--- config.mk ---
export PLATFORM = sky130hd
export DESIGN_NAME = hazard_ctrl
export DESIGN_NICKNAME = d
export VERILOG_FILES = /design/src/rtl/hazard_ctrl.sv
export SDC_FILE = /design/constraint.sdc
export NUM_CORES = 1
export LEC_CHECK = 0
export ABC_CLOCK_PERIOD_IN_PS = 1800
export BUFFER_PORTS_ARGS = -buffer_cell sky130_fd_sc_hd__buf_2
export CORE_MARGIN = 5
export CORE_UTILIZATION = 30
export CTS_BUF_LIST = sky130_fd_sc_hd__clkbuf_8
export CTS_CLUSTER_DIAMETER = 200
export DETAILED_ROUTE_END_ITERATION = 8
export MAX_ROUTING_LAYER = met4
export SLEW_MARGIN = 20
export SYNTH_ARGS = -nofsm -noshare
export SYNTH_HDL_FRONTEND = slang
export SYNTH_SLANG_ARGS = --single-unit
--- constraint.sdc ---
create_clock -name clk_i -period 1.8 [get_ports clk_i]
set_input_delay 0.18 -clock clk_i [delete_from_list [all_inputs] [get_ports clk_i]]
set_output_delay 0.18 -clock clk_i [all_outputs]
set_load 0.01 [all_outputs]
--- src/rtl/hazard_ctrl.sv ---
// -----------------------------------------------------------------------------
// hazard_ctrl
//
// Pipeline hazard controller beside the ID stage. It is the only source of the
// PC write enable, the IF/ID stall/flush controls and the ID/EX bubble.
//
// It resolves four hazard sources, highest priority first:
//   1. data-memory wait (mem_stall_i): freeze the front end. No bubble is
//      inserted. The multiply FSM is frozen.
//   2. multiply in progress (MUL_BUSY with cnt != 0): stall and bubble.
//   3. multiply detected in ID while IDLE: stall and bubble, then arm the
//      countdown.
//   4. load-use hazard against the load in EX: a single combinational stall
//      and bubble.
// A taken branch flushes IF/ID only when no stall is active. The branch is
// seen again once the stall releases.
//
// Parameters:
//   MUL_LAT          total stall cycles charged to a multiply (legal 1..15)
//
// Ports:
//   clk_i            core clock; all state changes on the rising edge
//   rst_i            synchronous active-high reset
//   id_rs1_i         rs1 address of the instruction in ID
//   id_rs2_i         rs2 address of the instruction in ID
//   id_mul_i         the instruction in ID is a multiply
//   branch_taken_i   branch resolved taken in ID this cycle
//   ex_memread_i     the instruction in EX is a load
//   ex_rd_i          destination register of the instruction in EX
//   mem_stall_i      data memory not ready
//   pc_write_o       PC register update enable
//   if_id_stall_o    hold IF/ID contents
//   if_id_flush_o    zero IF/ID contents
//   id_ex_bubble_o   load a NOP into ID/EX
//   dbg_state_o      current FSM state (0 = IDLE, 1 = MUL_BUSY)
//   dbg_cnt_o        current multiply countdown value
//
// Optional feature (macro HAZARD_PERF_CNT_EN):
//   stall_cycles_o   number of cycles with if_id_stall_o = 1
//   flush_count_o    number of cycles with if_id_flush_o = 1
//   Both counters saturate at 0xFFFFFFFF and are cleared by rst_i.
//   When the macro is undefined, these ports and counters do not exist.
// -----------------------------------------------------------------------------
module hazard_ctrl #(
  parameter int MUL_LAT = 3
) (
  input  logic        clk_i,
  input  logic        rst_i,
  input  logic [4:0]  id_rs1_i,
  input  logic [4:0]  id_rs2_i,
  input  logic        id_mul_i,
  input  logic        branch_taken_i,
  input  logic        ex_memread_i,
  input  logic [4:0]  ex_rd_i,
  input  logic        mem_stall_i,
  output logic        pc_write_o,
  output logic        if_id_stall_o,
  output logic        if_id_flush_o,
  output logic        id_ex_bubble_o,
  output logic        dbg_state_o,
  output logic [3:0]  dbg_cnt_o
`ifdef HAZARD_PERF_CNT_EN
  ,
  output logic [31:0] stall_cycles_o,
  output logic [31:0] flush_count_o
`endif
);

  typedef enum logic {
    ST_IDLE     = 1'b0,
    ST_MUL_BUSY = 1'b1
  } state_t;

  // This value is loaded into the countdown when a multiply is accepted.
  // The detect cycle is itself one stall, so MUL_LAT-1 busy cycles remain.
  localparam logic [3:0] LP_CNT_LOAD = 4'(MUL_LAT - 1);

  state_t     r_state;
  state_t     w_state_nxt;
  logic [3:0] r_cnt;
  logic [3:0] w_cnt_nxt;

  logic w_load_use;
  logic w_busy_stall;
  logic w_mul_detect;
  logic w_hazard_stall;

  // ---------------------------------------------------------------------------
  // Hazard detection
  // ---------------------------------------------------------------------------
  // x0 is never a real dependency, because a load targeting it writes nothing.
  assign w_load_use = ex_memread_i && (ex_rd_i != 5'd0) &&
                      ((ex_rd_i == id_rs1_i) || (ex_rd_i == id_rs2_i));

  // In the release cycle (MUL_BUSY with cnt == 0), the multiply no longer
  // stalls and id_mul_i is ignored. The multiply in ID is the one that just
  // completed, so it must not be accepted a second time.
  assign w_busy_stall = (r_state == ST_MUL_BUSY) && (r_cnt != 4'd0);
  assign w_mul_detect = (r_state == ST_IDLE) && id_mul_i;

  // A multiply detected in the same cycle as a load-use hazard produces a
  // single combined stall. The FSM still arms the countdown.
  assign w_hazard_stall = w_busy_stall || w_mul_detect || w_load_use;

  // ---------------------------------------------------------------------------
  // FSM state register
  // ---------------------------------------------------------------------------
  always_ff @(posedge clk_i) begin
    if (rst_i) begin
      r_state <= ST_IDLE;
      r_cnt   <= 4'd0;
    end else begin
      r_state <= w_state_nxt;
      r_cnt   <= w_cnt_nxt;
    end
  end

  // ---------------------------------------------------------------------------
  // Next-state and output logic
  // ---------------------------------------------------------------------------
  always_comb begin
    w_state_nxt    = r_state;
    w_cnt_nxt      = r_cnt;
    pc_write_o     = 1'b1;
    if_id_stall_o  = 1'b0;
    if_id_flush_o  = 1'b0;
    id_ex_bubble_o = 1'b0;

    if (rst_i) begin
      // While reset is asserted, keep the idle output values. The register
      // block handles the state clear.
      w_state_nxt = ST_IDLE;
      w_cnt_nxt   = 4'd0;
    end else if (mem_stall_i) begin
      // Freeze the whole front end. The instruction in ID stays there, so no
      // bubble is needed. The FSM holds its state, so memory wait cycles add
      // to the multiply stall count and do not replace any of it.
      pc_write_o    = 1'b0;
      if_id_stall_o = 1'b1;
    end else begin
      case (r_state)
        ST_IDLE: begin
          if (id_mul_i) begin
            w_state_nxt = ST_MUL_BUSY;
            w_cnt_nxt   = LP_CNT_LOAD;
          end
        end
        ST_MUL_BUSY: begin
          if (r_cnt != 4'd0) begin
            w_cnt_nxt = r_cnt - 4'd1;
          end else begin
            w_state_nxt = ST_IDLE;
          end
        end
        default: begin
          w_state_nxt = ST_IDLE;
          w_cnt_nxt   = 4'd0;
        end
      endcase

      if (w_hazard_stall) begin
        pc_write_o     = 1'b0;
        if_id_stall_o  = 1'b1;
        id_ex_bubble_o = 1'b1;
      end else if (branch_taken_i) begin
        // A flush happens only when nothing is held. A stalled branch stays
        // in ID and resolves again after the stall releases.
        if_id_flush_o = 1'b1;
      end
    end
  end

  assign dbg_state_o = r_state;
  assign dbg_cnt_o   = r_cnt;

`ifdef HAZARD_PERF_CNT_EN
  // ---------------------------------------------------------------------------
  // Performance counters
  // ---------------------------------------------------------------------------
  logic [31:0] r_stall_cycles;
  logic [31:0] r_flush_count;

  always_ff @(posedge clk_i) begin
    if (rst_i) begin
      r_stall_cycles <= 32'd0;
      r_flush_count  <= 32'd0;
    end else begin
      if (if_id_stall_o && (r_stall_cycles != 32'hFFFF_FFFF)) begin
        r_stall_cycles <= r_stall_cycles + 32'd1;
      end
      if (if_id_flush_o && (r_flush_count != 32'hFFFF_FFFF)) begin
        r_flush_count <= r_flush_count + 32'd1;
      end
    end
  end

  assign stall_cycles_o = r_stall_cycles;
  assign flush_count_o  = r_flush_count;
`endif

endmodule

==> flow_summary.ini <==
[status]
status = completed

[finish]
fin_cells = 105
ff_latch_area_um2 = 106
diodes = 0
multi_input_area_um2 = 369
fin_nets = 112
drive_gt1_share_pct = 51.7
area_growth_pct = 56.5
fillerInstances = 148

[worst_hold_path]
hp-class = in -> reg
hold_start = rst_i
holdPathEnd = dbg_state_o$_SDFFE_PP0N_
whs_path_depth = 2

[yosys]
synthTopCellsByCount = xor2_1, nor2_1, a21oi_1, dfxtp_1, nand2_1
yosysTopAreaCell = dfxtp_1
synthXorXnorAreaFrac_pct = 19.5
muxShareOfSynthArea_pct = 0
synth_edf_count = 0
yosysMostFrequentCell = xor2_1
ys_seq_area_share_pct = 22.3
synth_cells = 57
syn-num-nets = 79
synth_seq_cells = 5
synthSimpleGateAreaFrac_pct = 22.8
synth_area_um2 = 449
yosys.area_share.adder_pct = 2.79
netlist_top_cells_area = dfxtp_1, xor2_1, a21oi_1, nor2_1, nand2_1
synth_top_area_share_pct = 22.3
syn_avg_cell_area_um2 = 7.88
async_flop_share_pct = 0
synth-compound-area-share_pct = 29.2
yosysWarnings = 0
ys_types = 28
ys.flop_type = dfxtp_1
synth_top_family_by_area = compound AO/OA/AOI/OAI gates

[global_route]
antenna_found_initial = 0
grt_max_degree = 13
grt_pass1_wl_um = 2200
track_usage_pct = 12.1
grt_pass1_vias = 503
gr-total-overflow = 0

[sta]
drv_slew = 0
hold_ws_ns = 0.255
period_needed_ns = 1.72
tns_ns = 0
max_freq_mhz = 582
tightestPinTransition_ns = 0.349
hold_viol_final = 0
min_period_over_period_pct = 95.5
fin_skew_ns = 0.000105
setup_viol = 0
slew_headroom_pct = 76.7

[die]
pin_count = 30
die_w_um = 48.7
fp-row-count = 14
die_y_um = 48.7
fp.coreArea_um2 = 1450
dieArea_um2 = 2370
initial_core_util_pct = 30.9

[clocking]
clockBufferDepth = 2
clkTransAtPathRegs_ns = 0.03
clock_sinks = 5
cts_root_buffer = clkbuf_8
cts_tree = built
postCtsHoldBufs = 0
insertion_delay_ns = 0.22
htreeDepth = 1
cts_inserted_buffers = 3

[power_and_ir_drop]
cellLeakagePower_nw = 0.317
peakVddDrop_mv = 0.235
power_density_nw_per_um2 = 659

[detailed_routing]
vias_per_cell = 4.98
drtIter0Drc = 0
postRouteAntennaNets = 0
remaining_drc_errors = 0
wl_um = 1250
drtPass1Iterations = 1
via_count = 523
routedWlPerCell_um = 11.9

[setup_path]
critPathRequiredTime_ns = 1.62
reg2reg_depth = 7
r2r-end = dbg_cnt_o[1]$_SDFFE_PP0P_
timing.rr.start = dbg_cnt_o[1]$_SDFFE_PP0P_
path_class = reg -> out
cp.arrival_ns = 1.54
path_max_fanout = 5
worstSetupEndpointType = primary output
rrSetupSlack_ns = 0.20
start_kind = flop

[place]
placed_cells = 100
dpl.hpwl_um = 947
port_buffers = 29
gp_congestion = 0.792

[run]
max-cap-violations = 0
## critical path, cell delays in order, from the launching register on
cell      delay (ns)
dfxtp_2         0.33
inv_2           0.07
ha_4            0.14
nor3b_4         0.23
a21oi_2         0.10
o21bai_1        0.17
o31a_2          0.16
buf_2           0.12
## power by group
| group | switching [W] | internal (W) |
|---|---|---|
| combinational | 0.0000681 | 0.0000683 |
| sequential | 0.0000118 | 0.000117 |
| clock | 0.0000523 | 0.000146 |
## through the flow
| stage | worst slack, ns | cell area [um2] | total power [W] | util, % |
|---|---|---|---|---|
| floorplan | 0.200 | 449 | 0.000195 | - |
| global placement | 0.0725 | 607 | 0.000245 | 41.7 |
| detailed placement | -0.00116 | 607 | 0.000246 | 41.7 |
| CTS | 0.0159 | 687 | 0.000462 | 47.2 |
| global route | -0.000754 | 703 | 0.000500 | 48.4 |
| finish | 0.0816 | 703 | 0.000463 | 48.4 |
## worst max-delay path by stage
stage                              startpoint         end  slack (ns)  cells after the start
global route        dbg_cnt_o[1]$_SDFFE_PP0P_  pc_write_o     -0.0008                      7
floorplan           dbg_cnt_o[0]$_SDFFE_PP0P_  pc_write_o        0.20                      6
global placement    dbg_cnt_o[0]$_SDFFE_PP0P_  pc_write_o        0.07                      7
detailed placement  dbg_cnt_o[0]$_SDFFE_PP0P_  pc_write_o      -0.001                      7
finish              dbg_cnt_o[1]$_SDFFE_PP0P_  pc_write_o        0.08                      7
CTS                 dbg_cnt_o[0]$_SDFFE_PP0P_  pc_write_o        0.02                      7
## layer usage
metal  up-vias  share of wire (%)  global-route usage, %
met5         -                  0                      -
met4         0                3.2                   8.07
met3         4                7.7                   3.37
met2        25                 45                   16.7
met1       221                 43                   14.9
li1        273                  -                      -
## area by class of cell
cell class	instances	area share (%)
Clock buffer	3	5.87
Clock inverter	1	0.534
Inverter	2	1.42
Multi-Input combinational cell	48	52.5
Sequential cell	5	15.1
Tap cell	16	2.85
Timing Repair Buffer	30	21.7
## placed cells by master (no fill, tap or decap), types with 2 or more instances in the layout
cell type	synthesis	layout
buf_2	0	29
xor2_1	10	10
nor2_1	6	6
nand2_1	4	4
a21oi_1	5	4
clkbuf_8	0	3
o21ai_0	2	2
nand3_1	2	2
dfxtp_2	0	2
dfxtp_1	5	2
## cells by family (layout without fill, tap and decap cells)
group | Yosys count | after routing
DFF | 5 | 5
buffers and inverters | 4 | 36
AOI/OAI and AO/OA | 18 | 18
adders and majority gates | 1 | 1
and+or+nand+nor | 19 | 19
xor gates and xnor gates | 10 | 10
## flip-flops by register name, summed over array words and instances (netlist names)
signal / flops
dbg_cnt_o: 4
dbg_state_o: 1
## repair_timing
action	4_1_cts	5_1_grt
endpoints found under the setup margin	4	7
endpoints found under the hold margin	0	0
setup buffers	1	0
pin swaps	2	2
resized for setup	5	8
cloned	0	0
Note: power is estimated with default switching activity, not from simulation.
